==> src/rtl/timer_sequencer.sv <==
// Stopwatch/countdown timer control: set/run/pause/expired sequencing with an
// MM:SS datapath and press-and-hold auto-repeat for the adjust buttons.
module timer_sequencer #(
    parameter int unsigned MAX_MIN         = 59,
    parameter int unsigned REPEAT_DELAY_MS = 500,
    parameter int unsigned REPEAT_RATE_MS  = 100
) (
    input  logic       clk,
    input  logic       rst,
    input  logic       tick_1hz,
    input  logic       tick_1khz,
    input  logic       start,
    input  logic       stop,
    input  logic       soft_rst,
    input  logic       inc_min,
    input  logic       inc_sec,
    input  logic       inc_sw,
    input  logic       mode_sw,
    output logic [5:0] minutes,
    output logic [5:0] seconds,
    output logic       running,
    output logic       expired,
    output logic       blink
);

    localparam int unsigned TW       = 6;
    localparam int unsigned HOLD_MAX = (REPEAT_DELAY_MS > REPEAT_RATE_MS) ?
                                       REPEAT_DELAY_MS : REPEAT_RATE_MS;
    localparam int unsigned HW       = $clog2(HOLD_MAX + 1);

    localparam logic [1:0] S_IDLE    = 2'd0;
    localparam logic [1:0] S_RUN     = 2'd1;
    localparam logic [1:0] S_PAUSE   = 2'd2;
    localparam logic [1:0] S_EXPIRED = 2'd3;

    localparam logic [TW-1:0] MAX_M  = TW'(MAX_MIN);
    localparam logic [TW-1:0] MAX_S  = TW'(59);

    logic [1:0]    state_q, state_d;
    logic [TW-1:0] min_q, min_d;
    logic [TW-1:0] sec_q, sec_d;
    logic          start_prev_q, stop_prev_q, imin_prev_q, isec_prev_q;
    logic [HW-1:0] hmin_cnt_q, hmin_cnt_d, hsec_cnt_q, hsec_cnt_d;
    logic          hmin_rep_q, hmin_rep_d, hsec_rep_q, hsec_rep_d;
    logic          running_q, expired_q;

    logic          start_e, stop_e, imin_e, isec_e;
    logic          adj_ok, is_zero, can_start;
    logic          min_rep_step, sec_rep_step, min_step, sec_step;

    // Hold-counter next value packed as {step, repeating, count}.
    function automatic logic [HW+1:0] hold_next(input logic [HW-1:0] cnt,
                                                input logic rep,
                                                input logic level,
                                                input logic en,
                                                input logic tick);
        logic [HW-1:0] nxt;
        logic [HW-1:0] lim;
        hold_next = {1'b0, rep, cnt};
        nxt       = cnt + HW'(1);
        lim       = rep ? HW'(REPEAT_RATE_MS) : HW'(REPEAT_DELAY_MS);
        if (!level || !en) begin
            hold_next = '0;
        end else if (tick) begin
            if (nxt == lim) hold_next = {1'b1, 1'b1, HW'(0)};
            else            hold_next = {1'b0, rep, nxt};
        end
    endfunction

    assign start_e   = start   & ~start_prev_q;
    assign stop_e    = stop    & ~stop_prev_q;
    assign imin_e    = inc_min & ~imin_prev_q;
    assign isec_e    = inc_sec & ~isec_prev_q;
    assign adj_ok    = (state_q == S_IDLE) || (state_q == S_PAUSE);
    assign is_zero   = (min_q == '0) && (sec_q == '0);
    assign can_start = mode_sw || !is_zero;
    assign min_step  = imin_e | min_rep_step;
    assign sec_step  = isec_e | sec_rep_step;

    // Auto-repeat counters for both adjust buttons.
    always_comb begin
        {min_rep_step, hmin_rep_d, hmin_cnt_d} =
            hold_next(hmin_cnt_q, hmin_rep_q, inc_min, adj_ok, tick_1khz);
        {sec_rep_step, hsec_rep_d, hsec_cnt_d} =
            hold_next(hsec_cnt_q, hsec_rep_q, inc_sec, adj_ok, tick_1khz);
    end

    // Next state and time, highest-priority event wins.
    always_comb begin
        state_d = state_q;
        min_d   = min_q;
        sec_d   = sec_q;
        if (soft_rst) begin
            state_d = S_IDLE;
            min_d   = '0;
            sec_d   = '0;
        end else if (stop_e && state_q == S_RUN) begin
            state_d = S_PAUSE;
        end else if (stop_e && state_q == S_EXPIRED) begin
            state_d = S_IDLE;
            min_d   = '0;
            sec_d   = '0;
        end else if (start_e && adj_ok && can_start) begin
            state_d = S_RUN;
        end else if (adj_ok && (min_step || sec_step)) begin
            if (min_step) begin
                if (inc_sw) min_d = (min_q == MAX_M) ? '0 : min_q + TW'(1);
                else        min_d = (min_q == '0) ? MAX_M : min_q - TW'(1);
            end
            if (sec_step) begin
                if (inc_sw) sec_d = (sec_q == MAX_S) ? '0 : sec_q + TW'(1);
                else        sec_d = (sec_q == '0) ? MAX_S : sec_q - TW'(1);
            end
        end else if (state_q == S_RUN && tick_1hz) begin
            if (mode_sw) begin
                if (min_q == MAX_M && sec_q == MAX_S) begin
                    state_d = S_EXPIRED;
                end else if (sec_q == MAX_S) begin
                    sec_d = '0;
                    min_d = min_q + TW'(1);
                end else begin
                    sec_d = sec_q + TW'(1);
                end
            end else begin
                // A direction flip at 00:00 has nothing left to count down.
                if (is_zero) begin
                    state_d = S_EXPIRED;
                end else begin
                    if (sec_q == '0) begin
                        sec_d = MAX_S;
                        min_d = min_q - TW'(1);
                    end else begin
                        sec_d = sec_q - TW'(1);
                    end
                    if (min_d == '0 && sec_d == '0) state_d = S_EXPIRED;
                end
            end
        end
    end

    always_ff @(posedge clk) begin
        if (rst) begin
            state_q      <= S_IDLE;
            min_q        <= '0;
            sec_q        <= '0;
            start_prev_q <= 1'b0;
            stop_prev_q  <= 1'b0;
            imin_prev_q  <= 1'b0;
            isec_prev_q  <= 1'b0;
            hmin_cnt_q   <= '0;
            hsec_cnt_q   <= '0;
            hmin_rep_q   <= 1'b0;
            hsec_rep_q   <= 1'b0;
            running_q    <= 1'b0;
            expired_q    <= 1'b0;
        end else begin
            state_q      <= state_d;
            min_q        <= min_d;
            sec_q        <= sec_d;
            start_prev_q <= start;
            stop_prev_q  <= stop;
            imin_prev_q  <= inc_min;
            isec_prev_q  <= inc_sec;
            hmin_cnt_q   <= hmin_cnt_d;
            hsec_cnt_q   <= hsec_cnt_d;
            hmin_rep_q   <= hmin_rep_d;
            hsec_rep_q   <= hsec_rep_d;
            running_q    <= (state_d == S_RUN);
            expired_q    <= (state_d == S_EXPIRED);
        end
    end

    assign minutes = min_q;
    assign seconds = sec_q;
    assign running = running_q;
    assign expired = expired_q;
    assign blink   = expired_q;

endmodule

==> config.mk <==
export PLATFORM = sky130hd
export DESIGN_NAME = timer_sequencer
export DESIGN_NICKNAME = d
export VERILOG_FILES = /design/src/rtl/timer_sequencer.sv
export SDC_FILE = /design/constraint.sdc
export NUM_CORES = 1
export LEC_CHECK = 0
export CAP_MARGIN = 20
export CORE_MARGIN = 4
export CORE_UTILIZATION = 45
export CTS_CLUSTER_SIZE = 25
export DETAILED_ROUTE_END_ITERATION = 7
export PLACE_DENSITY = 0.75
export SETUP_SLACK_MARGIN = 0.1
export SLEW_MARGIN = 20
export SYNTH_ARGS = -nofsm -noshare
export SYNTH_HDL_FRONTEND = slang
export SYNTH_SLANG_ARGS = --single-unit
==> constraint.sdc <==
create_clock -name clk -period 3.1 [get_ports clk]
set_clock_uncertainty 0.1 [all_clocks]
set_input_delay 0.62 -clock clk [delete_from_list [all_inputs] [get_ports clk]]
set_output_delay 0.62 -clock clk [all_outputs]
set_load 0.02 [all_outputs]
### Word level (Yosys, flattened, before mapping)

Index checks and enable logic that the tools add are counted.

* add/subtract/negate cells: 6
* eq/ne operators: 15
* muxes and demuxes: 58
* bitwise gates (word level): 11
* reduce and logical (&&, ||, !) cells: 31

Operators by type and width (count)
* $mux W6: 40
* $mux W11: 6
* $logic_not A6 Y1: 4
* $mux W2: 10
* $add A9 B1 Y9 const B: 2
* $eq A9 B9 Y1: 2
* $mux W9: 2
* $add A6 B1 Y6 const B: 2
* $eq A6 B6 Y1 const B: 2
* $sub A6 B1 Y6 const B: 2
* $logic_and A1 B1 Y1: 9
* $reduce_and A7 Y1: 1
* $eq A2 B2 Y1 const B: 3
* $ne A3 B3 Y1 const B: 2
* $reduce_and A6 Y1: 1
* $reduce_or A2 Y1: 3
* $logic_or A1 B1 Y1: 5
* $not A1 Y1: 5
* $and A1 B1 Y1: 4
* $eq A2 B1 Y1 const B: 2
* $logic_not A1 Y1: 4
* $ne A4 B1 Y1 const B: 1
* $ne A4 B2 Y1 const B: 1
* $ne A4 B4 Y1 const B: 1
* other kinds (5): 7

* flip-flop bits (word level): 40
* bits of input ports: 11
* output and inout port bits: 15
* word-level logic and storage cells: 134

### Depth between registers and ports, before layout

* depth in word-level cells: 25
* depth in mapped cells: 14
* mapped depth without buffers: 11

### Worst setup path after synthesis

No wires, ideal clock.

* path type: register to register
* start: register min_q[0] (netlist: minutes[0])
* end: register min_q[2] (netlist: minutes[2])
* setup time: 117 ps
* arrival: 2986 ps
* required time: 2883 ps
* setup slack: -104 ps
* stages on the path, launching flop included: 13
* buffers on the path: 3
* period minus slack after synthesis: 3204 ps
* cell sequence: dfxtp_1 clkbuf_1 inv_1 ha_1 or3b_1 or3_1 clkbuf_1 o311a_1 a21oi_1 o211a_1 buf_2 o21ai_0 a32o_1

* word-level cells in the longest chain between the ends: 16
* elaborated cells between the ends (all ways): 34
* those cells by class: 2 x add/sub; 4 x eq/ne; 21 x mux; 7 x reduce/logical

Ends and longest elaborated chain
* start, declared: RTL line 40 `logic [TW-1:0] min_q, min_d;`
* start signal, assigned: RTL line 158 `min_q <= min_d;`
* $sub A6 B1 Y6: RTL line 108, 131
* $mux W6: RTL line 129 `if (sec_q == '0) begin`
* $mux W6: RTL line 126 `if (is_zero) begin`
* $mux W6: RTL line 115 `if (mode_sw) begin`
* $mux W6: RTL line 114 `end else if (state_q == S_RUN && tick_1hz) begin`
* $mux W6: RTL line 105 `end else if (adj_ok && (min_step || sec_step)) begin`
* $mux W6: RTL line 103 `end else if (start_e && adj_ok && can_start) begin`
* $mux W6: RTL line 99 `end else if (stop_e && state_q == S_EXPIRED) begin`
* $mux W6: RTL line 97 `end else if (stop_e && state_q == S_RUN) begin`
* $mux W6: RTL line 93 `if (soft_rst) begin`
* $mux W6: RTL line 126
* $mux W6: RTL line 115
* $mux W6: RTL line 114
* $mux W6: RTL line 105
* $mux W6: RTL line 103
* $mux W6: RTL line 99

Parallel ways exist; a longest one is shown, timed or not. The select of a mux whose other input is x is not followed.
A chain may end at the register's enable or synchronous reset.

### Final worst setup path

* start: register hmin_cnt_q[1]
* end: register sec_q[4] (netlist: seconds[4])

* word-level cells in the longest chain between the ends: 11
* elaborated cells between the ends (all ways): 16
* those cells by class: 1 x add/sub; 4 x eq/ne; 6 x mux; 1 x bitwise; 4 x reduce/logical

Ends and longest elaborated chain
* start, declared: RTL line 43 `logic [HW-1:0] hmin_cnt_q, hmin_cnt_d, hsec_cnt_q, hsec_cnt_d;`
* start signal, assigned: RTL line 164 `hmin_cnt_q <= hmin_cnt_d;`
* $add A9 B1 Y9 (*): RTL line 60 `nxt = cnt + HW'(1);`
* $eq A9 B9 Y1 (*): RTL line 65 `if (nxt == lim) hold_next = {1'b1, 1'b1, HW'(0)};`
* $mux W11 (*): RTL line 65
* $mux W11 (*): RTL line 64 `end else if (tick) begin`
* $mux W11 (*): RTL line 62 `if (!level || !en) begin`
* $or A1 B1 Y1 (*): RTL line 77 `assign min_step = imin_e | min_rep_step;`
* $logic_or A1 B1 Y1 (*): RTL line 105
* $logic_and A1 B1 Y1 (*): RTL line 105
* parallel branches: the longest is 3 deep, another holds $reduce_and A6 Y1
* end signal, assigned: RTL line 145 `sec_q <= '0;`
* end signal, assigned: RTL line 159 `sec_q <= sec_d;`
* end, declared: RTL line 41 `logic [TW-1:0] sec_q, sec_d;`

Every way passes the cells marked *. The select of a mux whose other input is x is not followed.

==> impl_metrics.xml <==
<?xml version="1.0" encoding="UTF-8"?>
<metrics>
  <group name="outcome">
    <metric name="run_status" unit="">finished, final reports clean</metric>
  </group>
  <group name="timing">
    <metric name="fmax" unit="MHz">340.6</metric>
    <metric name="timing.final.crit_period" unit="ns">2.936</metric>
    <metric name="worst_margin_slew" unit="ns">0.5506</metric>
    <metric name="unrepaired_setup_endpoints_after_global_routing" unit="">yes</metric>
    <metric name="timing.slew.headroom" unit="">0.6316</metric>
    <metric name="period_share" unit="">0.9471</metric>
    <metric name="drv_slew" unit="">0</metric>
    <metric name="finalSetupViolations" unit="">0</metric>
    <metric name="post-route-worst-setup-slack" unit="ns">0.1639</metric>
    <metric name="finalHoldViolCount" unit="">0</metric>
  </group>
  <group name="yosys">
    <metric name="synth.distinct_cells" unit="">69</metric>
    <metric name="synth_simple_gate_area_share" unit="">0.3098</metric>
    <metric name="yosysSeqAreaShare" unit="">0.2735</metric>
    <metric name="yosys_register_bits" unit="">40</metric>
    <metric name="mux_contribution_to_synthesized_area" unit="">0.03932</metric>
    <metric name="summed_instance_area_of_the_synthesized_netlist" unit="mm2">0.002928</metric>
    <metric name="largest_family_of_logic_cells_by_synthesized_area" unit="">simple AND/OR/NAND/NOR gates</metric>
    <metric name="synthXorXnorAreaFrac" unit="">0.04786</metric>
    <metric name="synth-edff-count" unit="">0</metric>
    <metric name="synth_compound_gate_area_share" unit="">0.2470</metric>
    <metric name="yosysWarningCount" unit="">0</metric>
    <metric name="postSynthNetCount" unit="">409</metric>
    <metric name="avgSynthCellArea" unit="um2">7.488</metric>
    <metric name="postSynth.asyncResetShare" unit="">0</metric>
    <metric name="synth-adder-area-share" unit="">0.02991</metric>
    <metric name="postSynth.topFlopCell" unit="">sky130_fd_sc_hd__dfxtp_1</metric>
    <metric name="gate_count_after_technology_mapping" unit="">391</metric>
  </group>
  <group name="pwr">
    <metric name="totalPowerFinal" unit="mW">1.423</metric>
    <metric name="power-per-cell-area" unit="mW/mm2">382.6</metric>
    <metric name="power_leakage" unit="nW">1.362</metric>
    <metric name="peakVddDrop" unit="V">0.0002450</metric>
  </group>
  <group name="routing">
    <metric name="detail_route.drc_violations" unit="">0</metric>
    <metric name="avgViaCountPerCell" unit="">6.045</metric>
    <metric name="detail_route.iter0.violations" unit="">192</metric>
    <metric name="drtPass1Iterations" unit="">7</metric>
    <metric name="drt-wirelength-per-cell" unit="um">15.72</metric>
    <metric name="postRouteAntennaNets" unit="">0</metric>
    <metric name="route.final.wire_length" unit="mm">8.016</metric>
    <metric name="num_vias" unit="">3083</metric>
  </group>
  <group name="setup_path">
    <metric name="worst-setup-path-type" unit="">register to register</metric>
    <metric name="critical_path.startpoint_type" unit="">register</metric>
    <metric name="critPathArrivalTime" unit="ns">3.03</metric>
    <metric name="worstPathMaxFanout" unit="">10</metric>
    <metric name="endpoint_kind" unit="">register</metric>
    <metric name="cp_data_required_time" unit="ns">3.19</metric>
  </group>
  <group name="finish">
    <metric name="finalNetCount" unit="">450</metric>
    <metric name="n_antenna_cell" unit="">0</metric>
    <metric name="finish.instance_area" unit="mm2">0.003720</metric>
    <metric name="layout_commonest_cell" unit="">sky130_fd_sc_hd__nor2_1</metric>
    <metric name="area_delta_synth_final" unit="%">27.05</metric>
    <metric name="fin_cells" unit="">510</metric>
    <metric name="final_util" unit="">0.5858</metric>
    <metric name="layout-drive-gt1-share" unit="">0.1986</metric>
    <metric name="filler_instances" unit="">560</metric>
    <metric name="most-common-layout-cells" unit="">sky130_fd_sc_hd__nor2_1, sky130_fd_sc_hd__dfxtp_1, sky130_fd_sc_hd__buf_4, sky130_fd_sc_hd__nand2_1, sky130_fd_sc_hd__a21oi_1</metric>
  </group>
  <group name="placement">
    <metric name="detailed_place_hpwl" unit="mm">5.708</metric>
    <metric name="final_weighted_congestion_in_routability_driven_placement" unit="">0.8590</metric>
    <metric name="placement.io_buffers" unit="">25</metric>
    <metric name="placed_area" unit="mm2">0.003416</metric>
    <metric name="place.detailed.instances" unit="">498</metric>
    <metric name="place_worst_setup_slack" unit="ns">-0.07275</metric>
  </group>
  <group name="grt">
    <metric name="antenna_found_initial" unit="">0</metric>
    <metric name="grt_first_pass_wirelength" unit="mm">13.05</metric>
    <metric name="first_global_vias" unit="">2830</metric>
    <metric name="gr-usage-all-layers" unit="">0.2067</metric>
    <metric name="globalRoute.totalOverflow" unit="">0</metric>
    <metric name="grt_max_degree" unit="">19</metric>
  </group>
  <group name="die">
    <metric name="row_count" unit="">29</metric>
    <metric name="chipWidth" unit="um">88.66</metric>
    <metric name="die-area" unit="mm2">0.007861</metric>
    <metric name="pin_count" unit="">26</metric>
    <metric name="initial_core_util" unit="">0.4611</metric>
    <metric name="core_area" unit="mm2">0.006350</metric>
    <metric name="die_span_in_y" unit="um">88.66</metric>
  </group>
  <group name="cts">
    <metric name="clk_pin_slew_worst_paths" unit="ns">0.09</metric>
    <metric name="clk-insertion-delay-late" unit="ns">0.30</metric>
    <metric name="clock_sinks" unit="">40</metric>
    <metric name="cts-root-buf" unit="">sky130_fd_sc_hd__clkbuf_8</metric>
    <metric name="clk_path_buf_depth" unit="">2</metric>
    <metric name="htree_levels" unit="">2</metric>
    <metric name="tritoncts_clock_tree" unit="">built</metric>
    <metric name="numCtsBuffers" unit="">5</metric>
  </group>
  <group name="worst_hold_path">
    <metric name="hold_path_class" unit="">register to register</metric>
  </group>
  <group name="job">
    <metric name="timing.max_cap.violations" unit="">0</metric>
  </group>
</metrics>
[cells by family (layout without fill, tap and decap cells)]
kind of cell / after synthesis / after routing
flip-flops: 40 / 40
AND/OR/NAND/NOR: 170 / 170
multiplexers: 10 / 10
AO/OA/AOI/OAI: 109 / 109
buffers and inverters: 39 / 81
adder cells (fa/ha/maj): 7 / 7
XOR/XNOR: 16 / 16
[synthesized netlist by cell type (all sizes together) (6+ instances only)]
library cell	number	area [um2]
nor2	43	161.4
dfxtp	40	800.8
nand2	34	130.1
a21oi	30	150.1
o21ai	25	128.9
clkbuf	21	78.83
nand3	15	75.07
inv	12	45.04
xnor2	11	96.34
nand4	10	62.56
nor3	10	50.05
nand2b	8	50.05
ha	7	87.58
mux2i	7	70.07
nor2b	7	43.79
buf	6	30.03
[area by class of cell]
class | instances | area [um2] | share of cell area
Tap cell | 77 | 96.34 | 0.02590
Sequential cell | 40 | 805.8 | 0.2166
Multi-Input combinational cell | 312 | 2127 | 0.5718
Timing Repair Buffer | 61 | 524.3 | 0.1409
Inverter | 12 | 45.04 | 0.01211
Clock buffer | 6 | 82.58 | 0.02220
Clock inverter | 2 | 38.79 | 0.01043
[through the flow]
step,hold WS [ns],TNS (ns)
3_5_place_dp,0.3806,-0.3772
6_report,0.4025,0
4_1_cts,0.3943,0
5_1_grt,0.4180,0
3_3_place_gp,0.3717,-0.1082
2_1_floorplan,0.3499,0
[path summary, 6_finish.rpt]
check / from / to / slack (ns) / cells after the start
setup / recovery: hmin_cnt_q[1]$_SDFFE_PP0P_ / seconds[4]$_SDFFE_PP0P_ / 0.16 / 10
hold / removal: hsec_cnt_q[6]$_SDFFE_PP0P_ / hsec_cnt_q[6]$_SDFFE_PP0P_ / 0.40 / 2
setup reg to reg: hmin_cnt_q[1]$_SDFFE_PP0P_ / seconds[4]$_SDFFE_PP0P_ / 0.16 / 10
hold reg to reg: hsec_cnt_q[6]$_SDFFE_PP0P_ / hsec_cnt_q[6]$_SDFFE_PP0P_ / 0.40 / 2
[what timing repair did]
| action | 4_1_cts | 5_1_grt |
|---|---|---|
| pin swaps | 1 | 12 |
| buffers inserted | 0 | 4 |
| hold buffers | 0 | 0 |
| endpoints found under the setup margin | 7 | 12 |
| gates resized for setup | 6 | 25 |
[flip-flops by register name, indices dropped and copies added (netlist names)]
signal        count
hmin_cnt_q        9
hsec_cnt_q        9
minutes           6
seconds           6
state_q           2
blink             1
hmin_rep_q        1
hsec_rep_q        1
imin_prev_q       1
isec_prev_q       1
running           1
start_prev_q      1
stop_prev_q       1
[power by group]
group | leakage (nW) | internal [mW] | switching, mW
logic | 0.975 | 0.185 | 0.225
registers | 0.326 | 0.528 | 0.0162
clock network | 0.0614 | 0.264 | 0.204
[critical path, cell delays in order (launching register included)]
cell and delay [ns]:
sky130_fd_sc_hd__dfxtp_2 0.37, sky130_fd_sc_hd__ha_2 0.19, sky130_fd_sc_hd__nand4_1 0.14, sky130_fd_sc_hd__or3_4 0.37, sky130_fd_sc_hd__a221o_1 0.35, sky130_fd_sc_hd__o311a_1 0.15, sky130_fd_sc_hd__o211a_4 0.28, sky130_fd_sc_hd__o31a_1 0.35
sky130_fd_sc_hd__buf_6 0.16, sky130_fd_sc_hd__a31o_1 0.20, sky130_fd_sc_hd__a22o_1 0.17
[layer usage]
layer / vias up / wire, um / part of all wire / track usage
met1: 1478 / 3604 / 0.45 / 0.2796
met5: - / 0 / 0 / 0
met2: 87 / 3880 / 0.48 / 0.3360
met4: 0 / 85 / 0.011 / 0.05495
met3: 8 / 446 / 0.056 / 0.03911
li1: 1510 / - / - / -
(Power assumes the default switching activity.)
